[src/rtl/axi_master_rd.sv]
// AXI read-channel master: one outstanding burst, R beats streamed combinationally
// to a local consumer, with a done pulse carrying worst response and r_last framing error.
module axi_master_rd #(
  parameter int ADDR_BITS = 32,
  parameter int DATA_BITS = 32,
  parameter int LEN_BITS  = 8,
  parameter int SIZE_BITS = 3
) (
  input  logic                 aclk,
  input  logic                 areset,
  input  logic                 cmd_valid,
  output logic                 cmd_ready,
  input  logic [ADDR_BITS-1:0] cmd_addr,
  input  logic [LEN_BITS-1:0]  cmd_len,
  input  logic [SIZE_BITS-1:0] cmd_size,
  input  logic [1:0]           cmd_burst,
  output logic                 ar_valid,
  input  logic                 ar_ready,
  output logic [ADDR_BITS-1:0] ar_addr,
  output logic [LEN_BITS-1:0]  ar_len,
  output logic [SIZE_BITS-1:0] ar_size,
  output logic [1:0]           ar_burst,
  output logic [3:0]           ar_cache,
  input  logic                 r_valid,
  output logic                 r_ready,
  input  logic [DATA_BITS-1:0] r_data,
  input  logic                 r_last,
  input  logic [1:0]           r_resp,
  output logic                 rd_valid,
  input  logic                 rd_ready,
  output logic [DATA_BITS-1:0] rd_data,
  output logic                 rd_last,
  output logic                 done,
  output logic [1:0]           done_resp,
  output logic                 done_last_err
);

  // state | meaning
  // IDLE  | waiting for a command, cmd_ready high
  // ADDR  | AR presented with registered fields until ar_ready
  // DATA  | R beats passed through until the terminating beat
  // DONE  | one-cycle completion pulse
  typedef enum logic [1:0] {ST_IDLE, ST_ADDR, ST_DATA, ST_DONE} state_t;

  state_t               state_q, state_d;
  logic [ADDR_BITS-1:0] addr_q, addr_d;
  logic [LEN_BITS-1:0]  len_q, len_d;
  logic [SIZE_BITS-1:0] size_q, size_d;
  logic [1:0]           burst_q, burst_d;
  logic [LEN_BITS-1:0]  cnt_q, cnt_d;
  logic [1:0]           resp_q, resp_d;
  logic                 err_q, err_d;

  logic in_data, beat, at_len, term;

  assign in_data = (state_q == ST_DATA);
  assign beat    = in_data & r_valid & rd_ready;
  assign at_len  = (cnt_q == len_q);
  // Burst ends on the counted last beat or on an early r_last, whichever comes first.
  assign term    = beat & (r_last | at_len);

  always_ff @(posedge aclk) begin
    if (areset) begin
      state_q <= ST_IDLE;
      addr_q  <= '0;
      len_q   <= '0;
      size_q  <= '0;
      burst_q <= '0;
      cnt_q   <= '0;
      resp_q  <= '0;
      err_q   <= 1'b0;
    end else begin
      state_q <= state_d;
      addr_q  <= addr_d;
      len_q   <= len_d;
      size_q  <= size_d;
      burst_q <= burst_d;
      cnt_q   <= cnt_d;
      resp_q  <= resp_d;
      err_q   <= err_d;
    end
  end

  always_comb begin
    state_d = state_q;
    addr_d  = addr_q;
    len_d   = len_q;
    size_d  = size_q;
    burst_d = burst_q;
    cnt_d   = cnt_q;
    resp_d  = resp_q;
    err_d   = err_q;
    case (state_q)
      ST_IDLE: begin
        if (cmd_valid) begin
          addr_d  = cmd_addr;
          len_d   = cmd_len;
          size_d  = cmd_size;
          burst_d = cmd_burst;
          state_d = ST_ADDR;
        end
      end
      ST_ADDR: begin
        if (ar_ready) begin
          cnt_d   = '0;
          resp_d  = '0;
          err_d   = 1'b0;
          state_d = ST_DATA;
        end
      end
      ST_DATA: begin
        if (beat) begin
          cnt_d = cnt_q + 1'b1;
          if (r_resp > resp_q) resp_d = r_resp;
          if (term) begin
            // r_last disagreeing with the counted last beat is a framing error either way
            err_d   = r_last ^ at_len;
            state_d = ST_DONE;
          end
        end
      end
      ST_DONE: state_d = ST_IDLE;
      default: state_d = ST_IDLE;
    endcase
  end

  assign cmd_ready     = (state_q == ST_IDLE) & ~areset;
  assign ar_valid      = (state_q == ST_ADDR);
  assign ar_addr       = addr_q;
  assign ar_len        = len_q;
  assign ar_size       = size_q;
  assign ar_burst      = burst_q;
  assign ar_cache      = 4'b0000;
  assign r_ready       = in_data & rd_ready;
  assign rd_valid      = in_data & r_valid;
  assign rd_data       = in_data ? r_data : '0;
  assign rd_last       = in_data & r_valid & (r_last | at_len);
  assign done          = (state_q == ST_DONE);
  assign done_resp     = resp_q;
  assign done_last_err = err_q;

endmodule

[config.mk]
export PLATFORM = sky130hd
export DESIGN_NAME = axi_master_rd
export DESIGN_NICKNAME = d
export VERILOG_FILES = /design/src/rtl/axi_master_rd.sv
export SDC_FILE = /design/constraint.sdc
export NUM_CORES = 1
export LEC_CHECK = 0
export BUFFER_PORTS_ARGS = -buffer_cell sky130_fd_sc_hd__buf_2
export CORE_MARGIN = 4
export CORE_UTILIZATION = 42
export DETAILED_ROUTE_END_ITERATION = 8
export PLACE_DENSITY_LB_ADDON = 0.12
export SKIP_CTS_REPAIR_TIMING = 1
export SKIP_LAST_GASP = 1
export SYNTH_ARGS = -nofsm -noshare
export SYNTH_HDL_FRONTEND = slang
export SYNTH_SLANG_ARGS = --single-unit
export TNS_END_PERCENT = 10
[constraint.sdc]
create_clock -name aclk -period 2.35 [get_ports aclk]
set_clock_uncertainty 0.05 [all_clocks]
set_input_delay 0.1175 -clock aclk [delete_from_list [all_inputs] [get_ports aclk]]
set_output_delay 0.1175 -clock aclk [all_outputs]
set_load 0.02 [all_outputs]
==> impl_metrics.env <==
export IMPL_status="finished with violations"
export IMPL_failed_checks="hold timing"
export IMPL_port_buffers=171
export IMPL_p_sw_w=0.001542
export IMPL_worst_pin_slew_ns=0.6135
export IMPL_placeableCoreArea_mm2=0.006026
export IMPL_wire_per_inst_um=13.52
export IMPL_synthArstFlopShare_pct=0
export IMPL_required_ns=2.52
export IMPL_die_height_um=87.30
export IMPL_die_area_mm2=0.007621
export IMPL_drcViolationCount=0
export IMPL_p_seq_share_pct=33.9
export IMPL_numClockSinks=58
export IMPL_maxCapViolCount=0
export IMPL_fin_crit_ns=2.118
export IMPL_cts_root_buf="clkbuf_8"
export IMPL_grt_use_total_pct=20.72
export IMPL_num_vias=2938
export IMPL_multi_input_area_mm2=0.001361
export IMPL_syn_to_final_growth_pct=54.33
export IMPL_setup_violations=0
export IMPL_fin_setup_tns_ns=0
export IMPL_critPathLaunch="cnt_q[1]"
export IMPL_fin_nets=637
export IMPL_place_hpwl_mm=5.788
export IMPL_worstReg2RegStart="cnt_q[1]"
export IMPL_clock_path_buffers=2
export IMPL_rr_worst_depth=8
export IMPL_reg2reg_slack_ns=0.23
export IMPL_maxSlewHeadroom_pct=59.02
export IMPL_syn_area_per_cell_um2=7.768
export IMPL_clkPwrFrac_pct=21.0
export IMPL_htreeDepth=3
export IMPL_grt_max_degree=46
export IMPL_leakage_nw=2.074
export IMPL_grt_pass1_vias=2714
export IMPL_wirelength_mm=8.425
export IMPL_n_antenna_cell=0
export IMPL_start_util_pct=43.83
export IMPL_holdWs_ns=-0.03087
export IMPL_netlist_area_mm2=0.002641
export IMPL_syn_inst=340
export IMPL_path_class="flip-flop to flip-flop"
export IMPL_seq_area_frac_synth_pct=43.96
export IMPL_num_rows=28
export IMPL_place_congestion=0.9056
export IMPL_io_pins=176
export IMPL_endpoint_kind="flip-flop"
export IMPL_clk_pin_slew_ns=0.06
export IMPL_period_share_pct=90.13
export IMPL_max_freq_mhz=472.1
export IMPL_rsz0062_at_grt="no"
export IMPL_hp_start="cmd_addr[8]"
export IMPL_critPathMaxFanout=5
export IMPL_vias_per_cell=4.716
export IMPL_hold_viol_final=7
export IMPL_critPathLaunchType="flip-flop"
export IMPL_fill_cells=522
export IMPL_yosys_warnings=0
export IMPL_layout_commonest_cell="buf_2"
export IMPL_grt_pass1_wl_mm=12.53
export IMPL_numCtsBuffers=9
export IMPL_powerDensity_mw_per_mm2=908.7
export IMPL_cts_tree="done"
export IMPL_comb_power_share_pct=45.1
export IMPL_overflow=0
export IMPL_synth_edff_count=0
export IMPL_ys_types=33
export IMPL_drt_iter0_markers=127
export IMPL_hold_path_class="primary input to flip-flop"
export IMPL_p_total_w=0.003704
export IMPL_clk_insertion_delay_late_ns=0.33
export IMPL_reg2reg_to="state_q[1]"
export IMPL_whs_path_depth=3
export IMPL_first_pass_iters=7
export IMPL_dp_slack_ns=0.1642
export IMPL_synth_flop_cell="dfxtp_1"
export IMPL_fin_util_pct=67.65
export IMPL_final_antenna_net_count=0
export IMPL_finalWorstSetupSlack_ns=0.2320
export IMPL_swShare_pct=41.63
export IMPL_min_to="ar_addr[8]"
export IMPL_arrival_ns=2.29
export IMPL_drive_gt1_share_pct=34.67
export IMPL_final_cell_mix="buf_2, nand2_1, dfxtp_1"
export IMPL_drv_slew=0
export IMPL_ir_drop_uv=595.4
export IMPL_die_width_um=87.30
export IMPL_synth_seq_cells=58
export IMPL_seq_area_mm2=0.001161
export IMPL_antenna_found_initial=0
export IMPL_internal_power_w=0.002162
[worst max path at each step]
stage,end,slack (ns),depth (start not counted)
final,state_q[1],0.23,8
after global routing,state_q[1],0.08,8
after CTS,state_q[1],0.15,8
after detailed placement,state_q[1],0.16,8
after global placement,state_q[1],0.20,8
after floorplan,cnt_q[7],0.32,7
[cells by family (layout without fill, tap and decap cells)]
group,count (synthesis),count (layout),synth area share [%]
AND/OR/NAND/NOR,167,167,29.51
flip-flops,58,58,43.96
adder cells (fa/ha/maj),8,8,3.790
buffers and inverters,32,237,5.163
multiplexers,2,2,0.8999
XOR/XNOR,14,14,4.642
other,1,4,0.1420
AO/OA/AOI/OAI,58,58,11.89
[worst max-delay path: stages, from the launching register on]
cell and delay, ns:
dfxtp_1 0.35, xor2_1 0.17, nor4_1 0.31, nand2_1 0.11
ha_1 0.23, nand3b_1 0.20, a221oi_2 0.29, mux2i_1 0.24
nor2_1 0.05
[per-layer routing]
| metal | part of all wire, % | global-route usage (%) | vias to the layer above |
|---|---|---|---|
| met2 | 51 | 34.32 | 111 |
| li1 | - | - | 1502 |
| met5 | 0 | 0 | - |
| met1 | 40 | 24.71 | 1313 |
| met3 | 7.6 | 8.042 | 12 |
| met4 | 1.0 | 6.276 | 0 |
[synthesized netlist by cell type, types with 2 or more instances]
cell type,count,area (µm²)
nor4_1,3,18.77
xnor2_1,6,52.55
nor3_1,5,25.02
and3_1,2,12.51
a21oi_1,50,250.2
clkbuf_1,19,71.32
nand2_1,97,364.1
and2_1,35,219.0
o31ai_1,3,22.52
nor2_1,9,33.78
nand3_1,3,15.01
inv_1,8,30.03
buf_4,4,30.03
xor2_1,8,70.07
nor2b_1,4,25.02
dfxtp_1,58,1161
nand4_1,3,18.77
ha_1,8,100.1
[sequential cells by signal, indices dropped and copies added (netlist names)]
signal,cells
ar_size,3
cnt_q,8
ar_burst,2
state_q,2
done_resp,2
ar_len,8
ar_addr,32
done_last_err,1
[layout make-up]
type,instances,share of cell area (%)
Clock buffer,13,3.653
Clock inverter,3,0.3683
Inverter,8,0.7366
Multi-Input combinational cell,253,33.39
Sequential cell,58,28.48
Tap cell,75,2.302
Timing Repair Buffer,213,31.06
[metrics by stage]
step	instances	area (µm²)
after CTS	585	3690
after global placement	569	3526
after detailed placement	569	3526
after floorplan	343	2653
final	623	4076
after global routing	623	4076
[power by group through the flow]
stage	Sequential [W]	Combinational [W]	Clock [W]
2_1_floorplan	0.00144	0.000932	0
3_5_place_dp	0.00127	0.00162	0
3_3_place_gp	0.00126	0.00160	0
5_1_grt	0.00128	0.00185	0.000846
4_1_cts	0.00125	0.00162	0.000804
6_report	0.00126	0.00167	0.000779
No activity file was read; power rests on OpenSTA's default activity.
